--- src/rtl/if_stage.sv ---
`default_nettype none
// ============================================================================
// Module      : if_stage
// Description : Instruction-fetch stage for a classic 5-stage pipeline.
//               Owns the fetch PC, issues requests to an instruction memory
//               with a ready handshake, and loads the IF/ID pipeline register.
//               A control-flow redirect that arrives while a fetch is still
//               outstanding parks the target in pending_pc and moves to
//               DISCARD, where the stale response is absorbed before the PC
//               is switched to the new target.
//
// Ports       : clk         - single clock, rising edge
//               resetn      - asynchronous active-low reset
//               imem_req    - fetch request valid
//               imem_addr   - fetch byte address (stable while waiting)
//               imem_ready  - fetch completes this cycle
//               imem_rdata  - fetched instruction word
//               stall       - ID stall (no effect on this block by itself)
//               remain_pc   - load-use hold: freeze PC and IF/ID
//               branch      - ID instruction redirects control flow
//               jump        - redirect is j/jal
//               jr          - redirect is jr
//               br_imm      - sign-extended branch offset (words)
//               j_index     - instr_index field of j/jal
//               jr_target   - forwarded rs value for jr
//               id_pc4      - PC+4 of the instruction in ID
//               pc          - current fetch PC
//               if_id_inst  - IF/ID instruction register
//               if_id_pc4   - IF/ID PC+4 register
//               if_id_valid - IF/ID holds a real instruction
//
// Revision    : 1.0 - initial release
// ============================================================================
module if_stage #(
    parameter logic [31:0] RESET_PC = 32'h0000_0000,
    parameter logic [31:0] NOP_INST = 32'h0000_0000
) (
    input  logic        clk,
    input  logic        resetn,

    output logic        imem_req,
    output logic [31:0] imem_addr,
    input  logic        imem_ready,
    input  logic [31:0] imem_rdata,

    input  logic        stall,
    input  logic        remain_pc,
    input  logic        branch,
    input  logic        jump,
    input  logic        jr,
    input  logic [31:0] br_imm,
    input  logic [25:0] j_index,
    input  logic [31:0] jr_target,
    input  logic [31:0] id_pc4,

    output logic [31:0] pc,
    output logic [31:0] if_id_inst,
    output logic [31:0] if_id_pc4,
    output logic        if_id_valid
);

    // ------------------------------------------------------------------------
    // Types and constants
    // ------------------------------------------------------------------------
    typedef enum logic [1:0] {
        S_BOOT    = 2'd0,
        S_RUN     = 2'd1,
        S_DISCARD = 2'd2
    } state_t;

    // What happens to the IF/ID register this cycle.
    typedef enum logic [1:0] {
        IFID_KEEP   = 2'd0,
        IFID_BUBBLE = 2'd1,
        IFID_LOAD   = 2'd2
    } ifid_op_t;

    localparam logic [31:0] c_PC_STEP = 32'd4;

    // ------------------------------------------------------------------------
    // Registers
    // ------------------------------------------------------------------------
    state_t      r_state;
    logic [31:0] r_pc;
    logic [31:0] r_pending_pc;
    logic [31:0] r_if_id_inst;
    logic [31:0] r_if_id_pc4;
    logic        r_if_id_valid;

    // ------------------------------------------------------------------------
    // Combinational next-state signals
    // ------------------------------------------------------------------------
    state_t      w_state_nxt;
    logic [31:0] w_pc_nxt;
    logic [31:0] w_pending_nxt;
    ifid_op_t    w_ifid_op;
    logic        w_req;

    logic        w_redirect;
    logic        w_hold;
    logic [31:0] w_target;
    logic [31:0] w_br_target;
    logic [31:0] w_j_target;
    logic [31:0] w_pc_plus4;

    // An ID stall without remain_pc leaves fetch untouched; the hazard unit
    // signals everything that matters here through remain_pc.
    logic        w_unused_stall;
    assign w_unused_stall = stall;

    // A load-use hold suppresses the redirect: the branch operands in ID are
    // not yet valid, so the branch is re-evaluated once the hold clears.
    assign w_redirect = branch & ~remain_pc;
    assign w_hold     = remain_pc;

    // Branch offset is in words; the add wraps at 32 bits.
    assign w_br_target = id_pc4 + (br_imm << 2);
    assign w_j_target  = {id_pc4[31:28], j_index, 2'b00};
    assign w_target    = jr   ? jr_target  :
                         jump ? w_j_target :
                                w_br_target;

    assign w_pc_plus4  = r_pc + c_PC_STEP;

    // ------------------------------------------------------------------------
    // FSM: next-state and control
    // ------------------------------------------------------------------------
    always_comb begin
        w_state_nxt   = r_state;
        w_pc_nxt      = r_pc;
        w_pending_nxt = r_pending_pc;
        w_ifid_op     = IFID_BUBBLE;
        w_req         = 1'b0;

        unique case (r_state)
            S_BOOT: begin
                // One idle cycle after reset so nothing issued before reset
                // can be mistaken for a response to a new request.
                w_req       = 1'b0;
                w_ifid_op   = w_hold ? IFID_KEEP : IFID_BUBBLE;
                w_state_nxt = S_RUN;
            end

            S_RUN: begin
                w_req = 1'b1;
                if (w_redirect) begin
                    // The word in flight belongs to the wrong path.
                    w_ifid_op = IFID_BUBBLE;
                    if (imem_ready) begin
                        w_pc_nxt = w_target;
                    end else begin
                        // Address must stay stable until the memory answers,
                        // so park the target and drain the stale fetch.
                        w_pending_nxt = w_target;
                        w_state_nxt   = S_DISCARD;
                    end
                end else if (w_hold) begin
                    // Any response this cycle is dropped; the unchanged PC
                    // re-requests the same word next cycle.
                    w_ifid_op = IFID_KEEP;
                end else if (imem_ready) begin
                    w_ifid_op = IFID_LOAD;
                    w_pc_nxt  = w_pc_plus4;
                end else begin
                    w_ifid_op = IFID_BUBBLE;
                end
            end

            S_DISCARD: begin
                w_req     = 1'b1;
                w_ifid_op = w_hold ? IFID_KEEP : IFID_BUBBLE;
                if (w_redirect) begin
                    w_pending_nxt = w_target;
                end
                if (imem_ready) begin
                    // Stale response absorbed; the newest redirect wins.
                    w_pc_nxt    = w_redirect ? w_target : r_pending_pc;
                    w_state_nxt = S_RUN;
                end
            end

            default: begin
                w_state_nxt = S_BOOT;
            end
        endcase
    end

    // ------------------------------------------------------------------------
    // State registers
    // ------------------------------------------------------------------------
    always_ff @(posedge clk or negedge resetn) begin
        if (!resetn) begin
            r_state      <= S_BOOT;
            r_pc         <= RESET_PC;
            r_pending_pc <= 32'd0;
        end else begin
            r_state      <= w_state_nxt;
            r_pc         <= w_pc_nxt;
            r_pending_pc <= w_pending_nxt;
        end
    end

    // ------------------------------------------------------------------------
    // IF/ID pipeline register
    // ------------------------------------------------------------------------
    always_ff @(posedge clk or negedge resetn) begin
        if (!resetn) begin
            r_if_id_inst  <= NOP_INST;
            r_if_id_pc4   <= 32'd0;
            r_if_id_valid <= 1'b0;
        end else begin
            unique case (w_ifid_op)
                IFID_LOAD: begin
                    r_if_id_inst  <= imem_rdata;
                    r_if_id_pc4   <= w_pc_plus4;
                    r_if_id_valid <= 1'b1;
                end
                IFID_BUBBLE: begin
                    r_if_id_inst  <= NOP_INST;
                    r_if_id_pc4   <= 32'd0;
                    r_if_id_valid <= 1'b0;
                end
                default: begin
                    r_if_id_inst  <= r_if_id_inst;
                    r_if_id_pc4   <= r_if_id_pc4;
                    r_if_id_valid <= r_if_id_valid;
                end
            endcase
        end
    end

    // ------------------------------------------------------------------------
    // Outputs
    // ------------------------------------------------------------------------
    // Request is a pure function of state so it drops the moment reset is
    // asserted, abandoning any outstanding fetch.
    assign imem_req    = w_req;
    assign imem_addr   = r_pc;
    assign pc          = r_pc;
    assign if_id_inst  = r_if_id_inst;
    assign if_id_pc4   = r_if_id_pc4;
    assign if_id_valid = r_if_id_valid;

endmodule
`default_nettype wire

--- config.mk ---
export PLATFORM = sky130hd
export DESIGN_NAME = if_stage
export DESIGN_NICKNAME = d
export VERILOG_FILES = /design/src/rtl/if_stage.sv
export SDC_FILE = /design/constraint.sdc
export NUM_CORES = 1
export LEC_CHECK = 0
export ABC_AREA = 1
export CELL_PAD_IN_SITES_DETAIL_PLACEMENT = 0
export CELL_PAD_IN_SITES_GLOBAL_PLACEMENT = 1
export CORE_UTILIZATION = 46
export CTS_BUF_LIST = sky130_fd_sc_hd__clkbuf_4
export CTS_CLUSTER_DIAMETER = 60
export DETAILED_ROUTE_END_ITERATION = 8
export DONT_BUFFER_PORTS = 1
export HOLD_SLACK_MARGIN = 0.1
export PLACE_DENSITY_LB_ADDON = 0.1
export SLEW_MARGIN = 25
export SYNTH_ARGS = -nofsm -noshare
export SYNTH_HDL_FRONTEND = slang
export SYNTH_SLANG_ARGS = --single-unit
--- constraint.sdc ---
create_clock -name clk -period 3.1 [get_ports clk]
set_clock_uncertainty 0.05 [all_clocks]
set_input_delay 0.465 -clock clk [delete_from_list [all_inputs] [get_ports clk]]
set_output_delay 0.465 -clock clk [all_outputs]
set_load 0.05 [all_outputs]
==> flow_summary.ini <==
[status]
status = finished, violations left
violations = negative hold slack

[final_layout]
syn2layout_area_growth_pct = 9.57
drive_above_1_share_pct = 8.10
final_common_cell = nand2_1
finalNetCount = 1666
final_cells = 1751
design_area_mm2 = 0.0106
antenna_cells = 0
mostFrequentLayoutCells = nand2_1 (507), inv_1 (142), nor2_1 (141)

[critical_path]
reg2reg_slack_ps = 190
start_kind = flop
critical_path_required_ps = 3510
cp.arrival_ps = 3320
worst-r2r-cell-count = 9
cp-end-kind = flop
worst-setup-path-type = flop to flop
r2r-start = r_state[1]
cp_max_fo = 27
reg2reg_to = if_id_pc4[4]

[synth]
synth_fp_nets = 1652
synth_edf_count = 0
ys.warnings.count = 0
synth.top_cell.area_share_pct = 33.8
synth_ff_type = dfrtp_1
synth-seq-cells = 131
synth.area.top_cells = dfrtp_1 (34%), nand2_1 (20%), nor2_1 (5.6%), inv_1 (5.5%), a21oi_1 (4.7%)
ys_seq_area_share_pct = 33.8
synth_area_mm2 = 0.00969
synth.distinct_cells = 52
synth_top_area_cell = dfrtp_1
async_flop_share_pct = 100
avgSynthCellArea_um2 = 6.66
syn-instance-count = 1454

[power_and_ir_drop]
ir_drop_uv = 797
p_per_area_mw_per_mm2 = 1090
finalPower_uw = 11500
p_leak_uw = 0.00549

[clock_tree]
tritoncts = yes
cts-htree-levels = 4
clkSinkCount = 131
hold_buffers = 33
post_cts_resized = 0
post_cts_buffers = 0
clock_path_buffers = 2
cts_made_buffers = 17
clk_latency_ps = 570
clkSlewWorstSetupHoldPaths_ps = 150
root_buffer = clkbuf_4

[floorplan]
io-pin-count = 292
dieArea_mm2 = 0.0216
die_y_um = 147
start_util_pct = 47.4
rows = 52
core_area_mm2 = 0.0204
die_w_um = 147

[hold_path]
min_path_type = input port to async pin

[detailed_routing]
drt_iter0_drc = 801
avgViaCountPerCell = 5.50
drt-total-wl_um = 34900
drc = 0
wl_per_cell_um = 19.9
antenna_left = 0
firstDrtPassIters = 5
vias = 9637

[place]
io_buffers = 0
dpl_cell_area_mm2 = 0.00997
place_hpwl_um = 26200
gp_congestion = 0.969
dp.cells = 1685

[timing]
hold_viol = 131
finalCritPeriodShare_pct = 93.9
max_freq_ghz = 0.344
fin_hold_ws_ps = -482
worstMarginPinSlew_ps = 915
slew_headroom_pct = 39.0
slew_violations = 0
setup_violations = 0
fin_setup_tns_ps = 0
rsz0062_at_grt = false
min_period_ps = 2910

[global_route]
overflow = 0
grt_antenna_before_repair = 0
grt_max_degree = 132
grt_pass1_vias = 9188
grt_util_all_layers_pct = 31.8
grt_pass1_wl_um = 52300

[job]
drv_cap = 0
[critical path, stage by stage (launching register included)]
cell and delay [ps]:
dfrtp_1 430, inv_1 100, ha_1 250, nand2_1 80, or4_1 420, ha_2 330
nor2_4 370, buf_16 230, inv_1 260, o21ai_0 290
[area by class of cell]
class                      count  area (um^2)
clock inverter                15          183
tap                          270          338
sequential                   131         3280
timing repair buffer          82          718
inverter                     149          559
fill                        2146         9820
clock buffer                  17          128
multi-input combinational   1087         5410
[registers in the layout, indices dropped and copies added, names as in the netlist]
signal,flops
r_pending_pc,32
if_id_pc4,32
imem_addr,32
r_state,2
if_id_inst,32
if_id_valid,1
[power by group]
group	total (uW)	internal (uW)	switching [uW]
combinational	5920	1700	4220
clock	1270	450	823
sequential	4350	2460	1890
[stage by stage]
step | util [%] | worst slack [ps]
detailed placement | 48.8 | 270
global placement | 48.6 | -253
finish | 51.9 | 190
floorplan | - | 487
global route | 51.9 | 70.7
CTS | 51.9 | 216
[worst max path at each step]
stage	start	end	slack [ps]	depth (start not counted)
5_1_grt	r_state[1]	if_id_pc4[4]	70	9
3_5_place_dp	r_state[1]	if_id_pc4[9]	270	9
3_3_place_gp	r_state[1]	if_id_pc4[1]	-250	8
2_1_floorplan	r_state[0]	if_id_inst[12]	490	11
4_1_cts	r_state[1]	if_id_pc4[31]	220	9
6_report	r_state[1]	if_id_pc4[4]	190	9
[Yosys cell counts (12+ instances only)]
master / instances
nand2_1: 507
nor2_1: 144
inv_1: 142
dfrtp_1: 131
a21oi_1: 90
nand3_1: 72
o21ai_0: 57
clkbuf_1: 44
ha_1: 35
a22o_1: 34
buf_4: 32
xor2_1: 19
nand4_1: 13
nor3_1: 13
a32o_1: 12
[logic make-up (layout without fill, tap and decap cells)]
kind of cell    Yosys count  in the layout  synth area share [%]
fa+ha+maj                36             36                  4.73
buf+inv                 237            263                  10.5
flops                   131            131                  33.8
compound gates          239            239                  15.3
xor+xnor                 23             23                  2.08
simple gates            788            789                  33.5
[routing by layer]
metal  part of all wire (%)  vias to the layer above  GRT usage, %
met5                      0                        -             0
met4                    1.6                        0          7.94
met3                    7.6                       32          6.49
met2                     45                      361          50.1
met1                     46                     4518          44.6
li1                       -                     4726             -
Power figures use the tool's default switching activity.
